File: config.mk
export PLATFORM = sky130hd
export DESIGN_NAME = pad_bus_ctrl_flat
export DESIGN_NICKNAME = d
export VERILOG_FILES = /design/src/rtl/pad_bus_pkg.sv /design/src/rtl/pad_bus_ctrl_if.sv /design/src/rtl/pad_sync2.sv /design/src/rtl/pad_bus_ctrl.sv /design/src/flat_wrapper.sv
export SDC_FILE = /design/constraint.sdc
export NUM_CORES = 1
export LEC_CHECK = 0
export ABC_AREA = 1
export CORE_MARGIN = 2
export CORE_UTILIZATION = 44
export DETAILED_ROUTE_END_ITERATION = 12
export PLACE_DENSITY = 0.77
export REMOVE_ABC_BUFFERS = 1
export SLEW_MARGIN = 40
export SYNTH_ARGS = -nofsm -noshare
export SYNTH_HDL_FRONTEND = slang
export SYNTH_SLANG_ARGS = --single-unit
File: constraint.sdc
create_clock -name clk -period 1.27 [get_ports clk]
set_input_delay 0.254 -clock clk [delete_from_list [all_inputs] [get_ports clk]]
set_output_delay 0.254 -clock clk [all_outputs]
set_load 0.05 [all_outputs]
File: src/rtl/pad_bus_pkg.sv
// Shared types and constants for the pad bus sequencer.
package pad_bus_pkg;

    localparam int DW_DEF       = 8;
    localparam int HOLD_CYC_DEF = 2;
    localparam int TURN_CYC_DEF = 2;

    typedef enum logic [2:0] {
        IDLE,
        DRIVE,
        TURN,
        RX_WAIT,
        RX_CAP
    } state_t;

    typedef enum logic {
        TX,
        RX
    } grant_t;

    // Pad OEN is active low: OEN_OFF tristates the pad driver.
    localparam logic OEN_OFF = 1'b1;
    localparam logic OEN_ON  = 1'b0;
    // Pad REN is active low: REN_ON enables the keeper/pull.
    localparam logic REN_ON  = 1'b0;
    localparam logic REN_OFF = 1'b1;

endpackage

File: src/rtl/pad_bus_ctrl_if.sv
// Core-side handshake plus pad-ring pins of the pad bus sequencer.
interface pad_bus_ctrl_if #(parameter int DW = pad_bus_pkg::DW_DEF);

    logic          tx_valid;
    logic [DW-1:0] tx_data;
    logic          tx_ready;
    logic          rx_req;
    logic          rx_valid;
    logic [DW-1:0] rx_data;
    logic [DW-1:0] pad_i;
    logic [DW-1:0] pad_oen;
    logic [DW-1:0] pad_c;
    logic [DW-1:0] pad_ren;
    logic          busy;

    modport master (
        output tx_valid, tx_data, rx_req, pad_c,
        input  tx_ready, rx_valid, rx_data, pad_i, pad_oen, pad_ren, busy
    );

    modport slave (
        input  tx_valid, tx_data, rx_req, pad_c,
        output tx_ready, rx_valid, rx_data, pad_i, pad_oen, pad_ren, busy
    );

endinterface

File: src/rtl/pad_sync2.sv
// DW-wide two-flop synchronizer for asynchronous pad C inputs.
module pad_sync2 #(
    parameter int DW = 8
) (
    input  logic          clk,
    input  logic          reset,
    input  logic [DW-1:0] d,
    output logic [DW-1:0] q
);

    logic [DW-1:0] meta;

    always_ff @(posedge clk) begin
        if (reset) begin
            meta <= '0;
            q    <= '0;
        end else begin
            meta <= d;
            q    <= meta;
        end
    end

endmodule

File: src/rtl/pad_bus_ctrl.sv
// Half-duplex pad bus sequencer: arbitrates core TX/RX, drives pad OEN/I with turnaround.
// Build option PAD_BUS_KEEPER_EN: pad pulls (REN low) enabled whenever the bus is not driven.
//
// state   | meaning
// IDLE    | bus released, arbitrating tx_valid vs rx_req
// DRIVE   | pads driven with the latched word, cnt counts hold cycles
// TURN    | bus released after a drive burst, requests ignored
// RX_WAIT | bus released, pad_c settling through the synchronizer
// RX_CAP  | rx_data/rx_valid presented for one cycle
module pad_bus_ctrl
    import pad_bus_pkg::*;
#(
    parameter int DW       = DW_DEF,
    parameter int HOLD_CYC = HOLD_CYC_DEF,
    parameter int TURN_CYC = TURN_CYC_DEF
) (
    input  logic            clk,
    input  logic            reset,
    pad_bus_ctrl_if.slave   bus
);

    localparam int CNT_MAX = (HOLD_CYC > TURN_CYC) ? HOLD_CYC : TURN_CYC;
    localparam int CW      = (CNT_MAX > 2) ? $clog2(CNT_MAX) : 1;
    localparam logic [CW-1:0] HOLD_LOAD = CW'(HOLD_CYC - 1);
    localparam logic [CW-1:0] TURN_LOAD = CW'(TURN_CYC - 1);
    localparam logic [CW-1:0] ONE       = CW'(1);

    state_t        state, state_nx;
    grant_t        last_grant, grant_nx;
    logic [CW-1:0] cnt, cnt_nx;
    logic          tx_rdy;
    logic [DW-1:0] pad_i_q;
    logic [DW-1:0] pad_oen_q;
    logic [DW-1:0] rx_data_q;
    logic          rx_valid_q;
    logic [DW-1:0] sync_q;

    pad_sync2 #(.DW(DW)) u_sync (
        .clk   (clk),
        .reset (reset),
        .d     (bus.pad_c),
        .q     (sync_q)
    );

    always_comb begin
        state_nx = state;
        cnt_nx   = cnt;
        grant_nx = last_grant;
        tx_rdy   = 1'b0;
        unique case (state)
            IDLE: begin
                if (bus.tx_valid && (!bus.rx_req || last_grant == RX)) begin
                    tx_rdy   = 1'b1;
                    grant_nx = TX;
                    state_nx = DRIVE;
                    cnt_nx   = HOLD_LOAD;
                end else if (bus.rx_req) begin
                    grant_nx = RX;
                    state_nx = RX_WAIT;
                    cnt_nx   = ONE;
                end
            end
            DRIVE: begin
                if (cnt != '0) begin
                    cnt_nx = cnt - ONE;
                end else if (bus.tx_valid && !bus.rx_req) begin
                    // chain the next word without releasing the bus
                    tx_rdy   = 1'b1;
                    grant_nx = TX;
                    cnt_nx   = HOLD_LOAD;
                end else begin
                    state_nx = TURN;
                    cnt_nx   = TURN_LOAD;
                end
            end
            TURN: begin
                if (cnt != '0) cnt_nx = cnt - ONE;
                else           state_nx = IDLE;
            end
            RX_WAIT: begin
                if (cnt != '0) cnt_nx = cnt - ONE;
                else           state_nx = RX_CAP;
            end
            RX_CAP:  state_nx = IDLE;
            default: state_nx = IDLE;
        endcase
    end

    always_ff @(posedge clk) begin
        if (reset) begin
            state      <= IDLE;
            cnt        <= '0;
            last_grant <= RX;
            pad_i_q    <= '0;
            pad_oen_q  <= {DW{OEN_OFF}};
            rx_valid_q <= 1'b0;
            rx_data_q  <= '0;
        end else begin
            state      <= state_nx;
            cnt        <= cnt_nx;
            last_grant <= grant_nx;
            if (tx_rdy) pad_i_q <= bus.tx_data;
            pad_oen_q  <= (state_nx == DRIVE) ? {DW{OEN_ON}} : {DW{OEN_OFF}};
            rx_valid_q <= (state_nx == RX_CAP);
            if (state_nx == RX_CAP) rx_data_q <= sync_q;
        end
    end

`ifdef PAD_BUS_KEEPER_EN
    logic [DW-1:0] pad_ren_q;

    always_ff @(posedge clk) begin
        if (reset) pad_ren_q <= {DW{REN_ON}};
        else       pad_ren_q <= (state_nx == DRIVE) ? {DW{REN_OFF}} : {DW{REN_ON}};
    end

    assign bus.pad_ren = pad_ren_q;
`else
    assign bus.pad_ren = {DW{REN_OFF}};
`endif

    assign bus.tx_ready = tx_rdy & ~reset;
    assign bus.pad_i    = pad_i_q;
    assign bus.pad_oen  = pad_oen_q;
    assign bus.rx_valid = rx_valid_q;
    assign bus.rx_data  = rx_data_q;
    assign bus.busy     = (state != IDLE);

endmodule

File: src/flat_wrapper.sv
// flat-port wrapper written by rule: the top's interface ports become plain ports
module pad_bus_ctrl_flat import pad_bus_pkg::*;
#(
    parameter int DW       = DW_DEF,
    parameter int HOLD_CYC = HOLD_CYC_DEF,
    parameter int TURN_CYC = TURN_CYC_DEF
)
  (clk, reset, bus_tx_valid, bus_tx_data, bus_rx_req, bus_pad_c, bus_tx_ready, bus_rx_valid, bus_rx_data, bus_pad_i, bus_pad_oen, bus_pad_ren, bus_busy);
  pad_bus_ctrl_if #(.DW(DW)) bus_i ();
  input  logic clk;
  input  logic reset;
  input wire logic [$bits(bus_i.tx_valid)-1:0] bus_tx_valid;
  input wire logic [$bits(bus_i.tx_data)-1:0] bus_tx_data;
  input wire logic [$bits(bus_i.rx_req)-1:0] bus_rx_req;
  input wire logic [$bits(bus_i.pad_c)-1:0] bus_pad_c;
  output wire logic [$bits(bus_i.tx_ready)-1:0] bus_tx_ready;
  output wire logic [$bits(bus_i.rx_valid)-1:0] bus_rx_valid;
  output wire logic [$bits(bus_i.rx_data)-1:0] bus_rx_data;
  output wire logic [$bits(bus_i.pad_i)-1:0] bus_pad_i;
  output wire logic [$bits(bus_i.pad_oen)-1:0] bus_pad_oen;
  output wire logic [$bits(bus_i.pad_ren)-1:0] bus_pad_ren;
  output wire logic [$bits(bus_i.busy)-1:0] bus_busy;
  assign bus_i.tx_valid = bus_tx_valid;
  assign bus_i.tx_data = bus_tx_data;
  assign bus_i.rx_req = bus_rx_req;
  assign bus_i.pad_c = bus_pad_c;
  assign bus_tx_ready = bus_i.tx_ready;
  assign bus_rx_valid = bus_i.rx_valid;
  assign bus_rx_data = bus_i.rx_data;
  assign bus_pad_i = bus_i.pad_i;
  assign bus_pad_oen = bus_i.pad_oen;
  assign bus_pad_ren = bus_i.pad_ren;
  assign bus_busy = bus_i.busy;
  pad_bus_ctrl #(.DW(DW), .HOLD_CYC(HOLD_CYC), .TURN_CYC(TURN_CYC)) u_core (.clk(clk), .reset(reset), .bus(bus_i));
endmodule
* Word level (Yosys, flattened, before mapping)
Cells that the tools add are included.
Cells by class: bitwise logic cells 2, reductions and logical operators 11, div/mod/pow operators 0, add/sub/neg operators 1, shifts and indexed selects 0, mux-type cells 21, multipliers 0, $lt $le $gt $ge 0, equality and inequality tests 8
Operators with widths (number):
- 3-bit 2-to-1 mux | 6
- 3-bit one-hot mux with 4 select lines | 1
- 1-bit 2-to-1 mux | 10
- 8-bit 2-to-1 mux | 1
- 3-bit by 1-bit equality test with 1-bit output (second input constant) | 2
- 3-bit by 2-bit equality test with 1-bit output (second input constant) | 2
- 3-bit nonzero test | 2
- 1-bit one-hot mux with 2 select lines | 2
- 4-bit AND reduction | 1
- 3-bit equality test (second input constant) | 1
- 3-bit logical NOT | 1
- 3-bit by 2-bit inequality test with 1-bit output (second input constant) | 1
- 1-bit one-hot mux with 3 select lines | 1
- 1-bit logical AND | 2
- 2-bit by 1-bit inequality test with 1-bit output (second input constant) | 1
- 2-bit inequality test (second input constant) | 1
- 2-bit AND reduction | 1
- 2-bit nonzero test | 1
- 2-bit OR reduction | 1
- 1-bit AND | 1
- 1-bit logical NOT | 1
- 1-bit logical OR | 1
- 1-bit inverter | 1
- 1-bit subtractor (second input constant) | 1
Storage, ports and cells: output and inout port bits 35, bits in registers 46, logic and storage cells 52, bits of input ports 20, RAM bits 0, latch bits 0, memories 0, memory bits (read-only) 0

* Depth between registers and ports, before layout
Gate-level depths: netlist (run 1).
word-level depth 7, mapped depth 9, gate-level depth less buffers 8

* Modules after synthesis
From an unflattened synthesis (run 1), not the netlist that was laid out.
Second synthesis, totals: cells, all modules 203, area, all modules 1601.5 um^2
Modules (own cells, without submodules):
- pad_bus_ctrl | instances 1, seq. area each 460.4 um^2, area each 1127.3 um^2, cells an instance 153
- pad_sync2 | instances 1, seq. area each 320.3 um^2, area each 474.2 um^2, cells an instance 50

* Worst setup path before layout (run 1)
Ideal clock, no wire load.
path kind register -> output, start reg u_core.state[0], end out bus_tx_ready, arrival 1.430 ns, required time 1.016 ns, stages on the path, launching flop included 5, buffers on the path 0, slack -0.414 ns, path through dfxtp_1 inv_2 nor2_4 nand3_4 a21oi_1
On the way: cells in the longest elaborated chain, start to end 3, elaborated cells between the ends (all ways) 4, those cells by class eq/ne: 1; mux: 1; bitwise: 1; reduce/logical: 1
RTL lines:
- from (decl) | RTL line pad_bus_ctrl.sv:28 | state_t state, state_nx;
- from (signal assigned) | RTL line pad_bus_ctrl.sv:99 | state <= state_nx;
- 3-bit by 1-bit equality test with 1-bit output or 3-bit logical NOT (tied branches) | RTL line pad_bus_ctrl.sv:50 | unique case (state)
- 1-bit one-hot mux with 2 select lines * | RTL line pad_bus_ctrl.sv:50
- 1-bit AND * | RTL line pad_bus_ctrl.sv:122 | assign bus.tx_ready = tx_rdy & ~reset;
- to (decl) | RTL line flat_wrapper.sv:16 | output wire logic [$bits(bus_i.tx_ready)-1:0] bus_tx_ready;
Every way passes the cells marked *; elsewhere a longest branch is shown, timed or not.

* Worst setup path in the final report (run 1)
start reg u_core.state[1], end out bus_tx_ready
The elaborated chain is that of the path after synthesis.

==> flow_summary.json, run 1 <==
{
  "arrival_ns": 1.33,
  "crit_family": "flip-flops",
  "p_leak_nw": 1.17,
  "num_rows": 21,
  "synth-seq-cells": 39,
  "grt_pass1_vias": 1169,
  "period_needed_ns": 1.58,
  "critPathRequiredTime_ns": 1.02,
  "async_reset_ff_share_pct": 0,
  "hold_buffers": 0,
  "nNetsFinal": 280,
  "antenna_found_initial": 0,
  "grt-ovfl-total": 0,
  "final.setup.worst_slack_ns": -0.309,
  "grt_first_pass_wirelength_um": 5130,
  "first_iter_violations": 37,
  "hold_viol_final": 0,
  "io_buffer_count": 46,
  "io_pins": 55,
  "tritoncts": "built",
  "rsz0062_at_grt": "true",
  "layout.cells.non_filler": 307,
  "clock_insertion_delay_worst_skew_ns": 0.35,
  "design_area_um2": 2480,
  "first_pass_iters": 4,
  "post-dp-hpwl_um": 2350,
  "dieArea_um2": 4110,
  "core_area_um2": 3390,
  "fmax_mhz": 633,
  "hp-class": "input port to flop",
  "via_per_inst": 4.33,
  "critPathBufInv": 2,
  "cts_inserted_buffers": 5,
  "placed_cell_area_um2": 2360,
  "wirelength_um": 3200,
  "path_class": "flop to primary output",
  "slew_violations": 0,
  "gp_congestion": 0.792,
  "powerDensity_nw_per_um2": 1540,
  "grt_use_total_pct": 16.5,
  "grt_max_degree": 17,
  "die_y_um": 64.1,
  "ctsRootBufferMaster": "clkbuf_4",
  "setup_viol": 2,
  "postRouteAntennaNets": 0,
  "drive_gt1_share_pct": 31.4,
  "synth-warning-count": 0,
  "yosysTopAreaCellShare_pct": 49.1,
  "cp_slowest_cell": "dfxtp_2",
  "critPathCaptureType": "primary output",
  "cts.path.max_buffers": 2,
  "post_drt_wl_per_cell_um": 10.4,
  "synth_cells": 206,
  "yosysUniqueCellTypes": 22,
  "cp-start-kind": "flop",
  "syn_avg_cell_area_um2": 7.71,
  "route.detailed.drc": 0,
  "clk_pin_slew_ns": 0.12,
  "utilization_pct": 73.2,
  "yosys-top-cells-area": "dfxtp_1 (49%), nor2_1 (10%), inv_1 (7.3%)",
  "netlist_area_um2": 1590,
  "vias": 1328,
  "crit_chain": "inv_1, nand2_2, nor2_2, nand2_2, a21oi_4, buf_12",
  "die_x_um": 64.1,
  "cts_sinks": 39,
  "yosysMostFrequentCell": "nor2_1",
  "htreeDepth": 2,
  "start_util_pct": 46.9,
  "period_share_pct": 124,
  "synthFlopType": "dfxtp_1",
  "clock-skew-final_ns": 0.00568,
  "synth-edff-count": 0,
  "critPathMaxFanout": 3,
  "yosys-top-cells-count": "nor2_1 (43), dfxtp_1 (39), inv_1 (31)",
  "area.growth.synth_to_final_pct": 56.1,
  "violations": "negative setup slack",
  "synth_seq_area_share_pct": 49.1,
  "synth_top_area_cell": "dfxtp_1",
  "place_inst": 298,
  "cpMostUsedCell": "nand2_2",
  "cp_slowest_stage_delay_ns": 0.36,
  "diodes": 0,
  "drv_cap": 0,
  "status": "complete, but fails checks",
  "peakVddDrop_mv": 0.853
}
==> cell usage in the layout (no fill, tap or decap), drive strengths merged <==
| cell | synthesis | final |
|---|---|---|
| o21ai | 11 | 11 |
| nor2 | 56 | 56 |
| nand3 | 6 | 6 |
| dfxtp | 39 | 39 |
| clkinvlp | 0 | 2 |
| o211ai | 1 | 1 |
| buf | 17 | 41 |
| dlymetal6s2s | 0 | 1 |
| inv | 34 | 34 |
| nand2 | 34 | 35 |
| conb | 1 | 8 |
| clkbuf | 4 | 5 |
| nor3 | 1 | 1 |
| clkdlybuf4s50 | 0 | 17 |
| a21oi | 2 | 2 |
| clkinv | 0 | 1 |
| dlygate4sd2 | 0 | 1 |
==> metrics by stage <==
| stage | hold WS, ns | total power [mW] | setup TNS (ns) | setup slack (ns) |
|---|---|---|---|---|
| final | 0.297 | 3.82 | -0.446 | -0.309 |
| after global routing | 0.278 | 4.01 | -0.900 | -0.395 |
| after CTS | 0.387 | 3.82 | -0.597 | -0.329 |
| after detailed placement | 0.395 | 3.14 | -5.72 | -0.476 |
| after global placement | 0.388 | 3.11 | -4.98 | -0.438 |
| after floorplan | 0.325 | 2.31 | -15.13 | -1.83 |
==> metal layers <==
layer / track usage [%] / routed length [um]
met1: 16.7 / 1260
met2: 28.4 / 1640
met5: 0 / 0
met3: 5.63 / 227
met4: 11.4 / 68
==> what timing repair did <==
action,4_1_cts,5_1_grt
pin swaps,0,1
resized for setup,11,4
gates cloned,0,1
hold endpoints to repair,0,0
endpoints found under the setup margin,18,20
buffers inserted,0,0
==> final cells by class <==
type	count	area, um2
Fill cell	263	908
Timing Repair Buffer	60	850
Sequential cell	39	786
Multi-Input combinational cell	120	603
Inverter	34	128
Tap cell	46	57.6
Clock buffer	5	37.5
Clock inverter	3	20.0
==> cells by family (layout without fill, tap and decap cells) <==
kind of cell    Yosys count  after routing  share of synthesized area [%]
other cells               1              8                          0.236
simple gates             97             98                           28.2
compound gates           14             14                           4.57
flops                    39             39                           49.1
buf+inv                  55            102                           17.9
==> path summary, 6_finish.rpt <==
kind / startpoint / endpoint / slack [ns] / cells past startpoint
hold / removal: bus_rx_req / u_core.last_grant / 0.30 / 3
hold reg to reg: u_core.u_sync.meta[0] / u_core.u_sync.q[0] / 0.41 / 2
setup reg to reg: u_core.state[1] / u_core.bus.pad_i[7] / 0.08 / 9
setup / recovery: u_core.state[1] / bus_tx_ready / -0.31 / 6
==> state kept, by name (all words and copies together) (netlist names) <==
| signal | flops |
|---|---|
| u_core.bus.rx_valid | 1 |
| u_core.bus.pad_oen | 1 |
| u_core.u_sync.meta | 8 |
| u_core.u_sync.q | 8 |
| u_core.state | 3 |
| u_core.last_grant | 1 |
| u_core.cnt | 1 |
| u_core.bus.pad_i | 8 |
| u_core.bus.rx_data | 8 |
==> report_power, final <==
group          leakage [nW]  switching (mW)  internal, mW  total (mW)
sequential            0.322           0.112          1.35        1.46
combinational         0.822           0.945         0.774        1.72
clock                0.0272           0.424         0.211       0.635
==> worst register-to-register path: stages (launching register included) <==
cell     delay (ns)
dfxtp_2        0.36
inv_1          0.07
nand2_2        0.05
nor2_2         0.11
nand2_2        0.09
buf_4          0.18
nand2_8        0.10
nand2_1        0.05
nand2_1        0.06
nor2_1         0.04
No activity file was read; power rests on OpenSTA's default activity.
==> run 2: changes to the inputs <==
Settings changed: ABC_CLOCK_PERIOD_IN_PS set to 1270, MAX_ROUTING_LAYER set to met4, SETUP_SLACK_MARGIN set to 0.1.
==> flow_summary.json, run 2 (synthesis results as in run 1) <==
{
  "status": "complete, but fails checks",
  "violations": "negative setup slack",
  "critPathCaptureType": "primary output",
  "p_sw_share_pct": 39.2,
  "gp_congestion": 0.804,
  "path_class": "flop to primary output",
  "placed_cell_area_um2": 2360,
  "first_pass_iters": 4,
  "rsz0062_at_grt": "true",
  "tritoncts": "built",
  "final.setup.worst_slack_ns": -0.359,
  "drv_cap": 0,
  "htreeDepth": 2,
  "die_x_um": 64.1,
  "tns_ns": -0.641,
  "p_leak_nw": 1.26,
  "area.growth.synth_to_final_pct": 67.3,
  "hold-worst-slack_ns": 0.398,
  "final_common_cell": "nor2_1",
  "regArea_um2": 815,
  "io_buffer_count": 46,
  "via_per_inst": 4.45,
  "critPathMaxFanout": 3,
  "design_area_um2": 2660,
  "route.detailed.drc": 0,
  "clock_insertion_delay_worst_skew_ns": 0.36,
  "powerDensity_nw_per_um2": 1500,
  "start_util_pct": 46.9,
  "grt_pass1_vias": 1176,
  "post-dp-hpwl_um": 2350,
  "io_pins": 55,
  "clock-skew-final_ns": 0.00990,
  "antenna_found_initial": 0,
  "fmax_mhz": 614,
  "p_switching_mw": 1.56,
  "pwr-share-clk_pct": 16.2,
  "diodes": 0,
  "n_fill_cell": 220,
  "die_y_um": 64.1,
  "hp-class": "input port to flop",
  "ctsRootBufferMaster": "clkbuf_4",
  "setup_viol": 16,
  "combPwrFrac_pct": 46.6,
  "multiInputGateArea_um2": 666,
  "grt_use_total_pct": 17.5,
  "cp_slowest_stage_delay_ns": 0.36,
  "cts_inserted_buffers": 5,
  "cts.path.max_buffers": 2,
  "arrival_ns": 1.38,
  "post_drt_wl_per_cell_um": 11.5,
  "first_iter_violations": 42,
  "crit_chain": "inv_1, nand2_2, nor2_2, nand2_2, a21oi_4, buf_12",
  "critPathBufInv": 2,
  "seqPwrFrac_pct": 37.2,
  "postRouteAntennaNets": 0,
  "slew_violations": 0,
  "final_cell_mix": "nor2_1 (41), inv_1 (29), buf_12 (28)",
  "grt-ovfl-total": 0,
  "core_area_um2": 3390,
  "period_needed_ns": 1.63,
  "wirelength_um": 3620,
  "num_rows": 21,
  "nNetsFinal": 289,
  "dieArea_um2": 4110,
  "critPathRequiredTime_ns": 1.02,
  "hold_buffers": 0,
  "crit_family": "flip-flops",
  "vias": 1406,
  "hold_viol_final": 0,
  "p_int_mw": 2.42,
  "grt_first_pass_wirelength_um": 5230,
  "grt_max_degree": 14,
  "peakVddDrop_mv": 0.856,
  "drive_gt1_share_pct": 45.6,
  "cp-start-kind": "flop",
  "cpMostUsedCell": "nand2_2",
  "cts_sinks": 39,
  "cp_slowest_cell": "dfxtp_2",
  "clk_pin_slew_ns": 0.12,
  "period_share_pct": 128
}
-- run 2: cell types whose count changed in the layout (fill, tap and decap cells not counted), sizes merged --
cell / change
dlygate4sd2: +1
buf: +9
dlymetal6s2s: -1
-- run 2: final timing paths --
check	startpoint	endpoint	slack, ns	depth (start not counted)
max	u_core.state[1]	bus_tx_ready	-0.36	6
min reg2reg	u_core.u_sync.meta[6]	u_core.u_sync.q[6]	0.41	2
max reg2reg	u_core.state[0]	u_core.bus.pad_i[0]	-0.04	9
min	bus_pad_c[6]	u_core.u_sync.meta[6]	0.40	3
-- run 2: what timing repair did --
action                     4_1_cts  5_1_grt
resized for setup               27       42
buffers inserted                 0        8
gates cloned                     1        1
pin swaps                        1        6
setup endpoints to repair       33       43
-- run 2: tightest hold or removal path, delay by kind of cell --
kind | cells | cell delay [ns]
buffers and inverters | 2 | 0.44
AND/OR/NAND/NOR | 1 | 0.03
-- run 2: final cells by class --
type | count | share of cell area [%]
Timing Repair Buffer | 69 | 35.2
Tap cell | 46 | 2.16
Inverter | 34 | 4.80
Sequential cell | 39 | 30.6
Clock inverter | 3 | 0.753
Clock buffer | 5 | 1.41
Multi-Input combinational cell | 120 | 25.0
-- run 2: power groups by stage --
stage / logic [mW] / registers, mW / clock network (mW)
finish: 1.86 / 1.48 / 0.646
global route: 1.95 / 1.49 / 0.736
CTS: 1.73 / 1.48 / 0.662
detailed placement: 1.66 / 1.48 / 0
global placement: 1.63 / 1.48 / 0
floorplan: 0.449 / 1.86 / 0
-- run 2: per-layer routing --
| metal | global-route usage [%] | vias up | wire length, um |
|---|---|---|---|
| met3 | 8.10 | 6 | 302 |
| met2 | 28.9 | 62 | 1990 |
| li1 | - | 708 | - |
| met4 | 9.04 | 0 | 58 |
| met1 | 17.3 | 630 | 1280 |
| met5 | - | - | 0 |
-- run 2: metrics by stage --
step	power, mW	instances	setup WS, ns	util [%]
finish	3.98	316	-0.359	78.4
global route	4.18	316	-0.440	78.4
CTS	3.87	307	-0.329	73.5
detailed placement	3.14	298	-0.476	69.8
global placement	3.11	298	-0.438	69.8
floorplan	2.31	192	-1.83	-
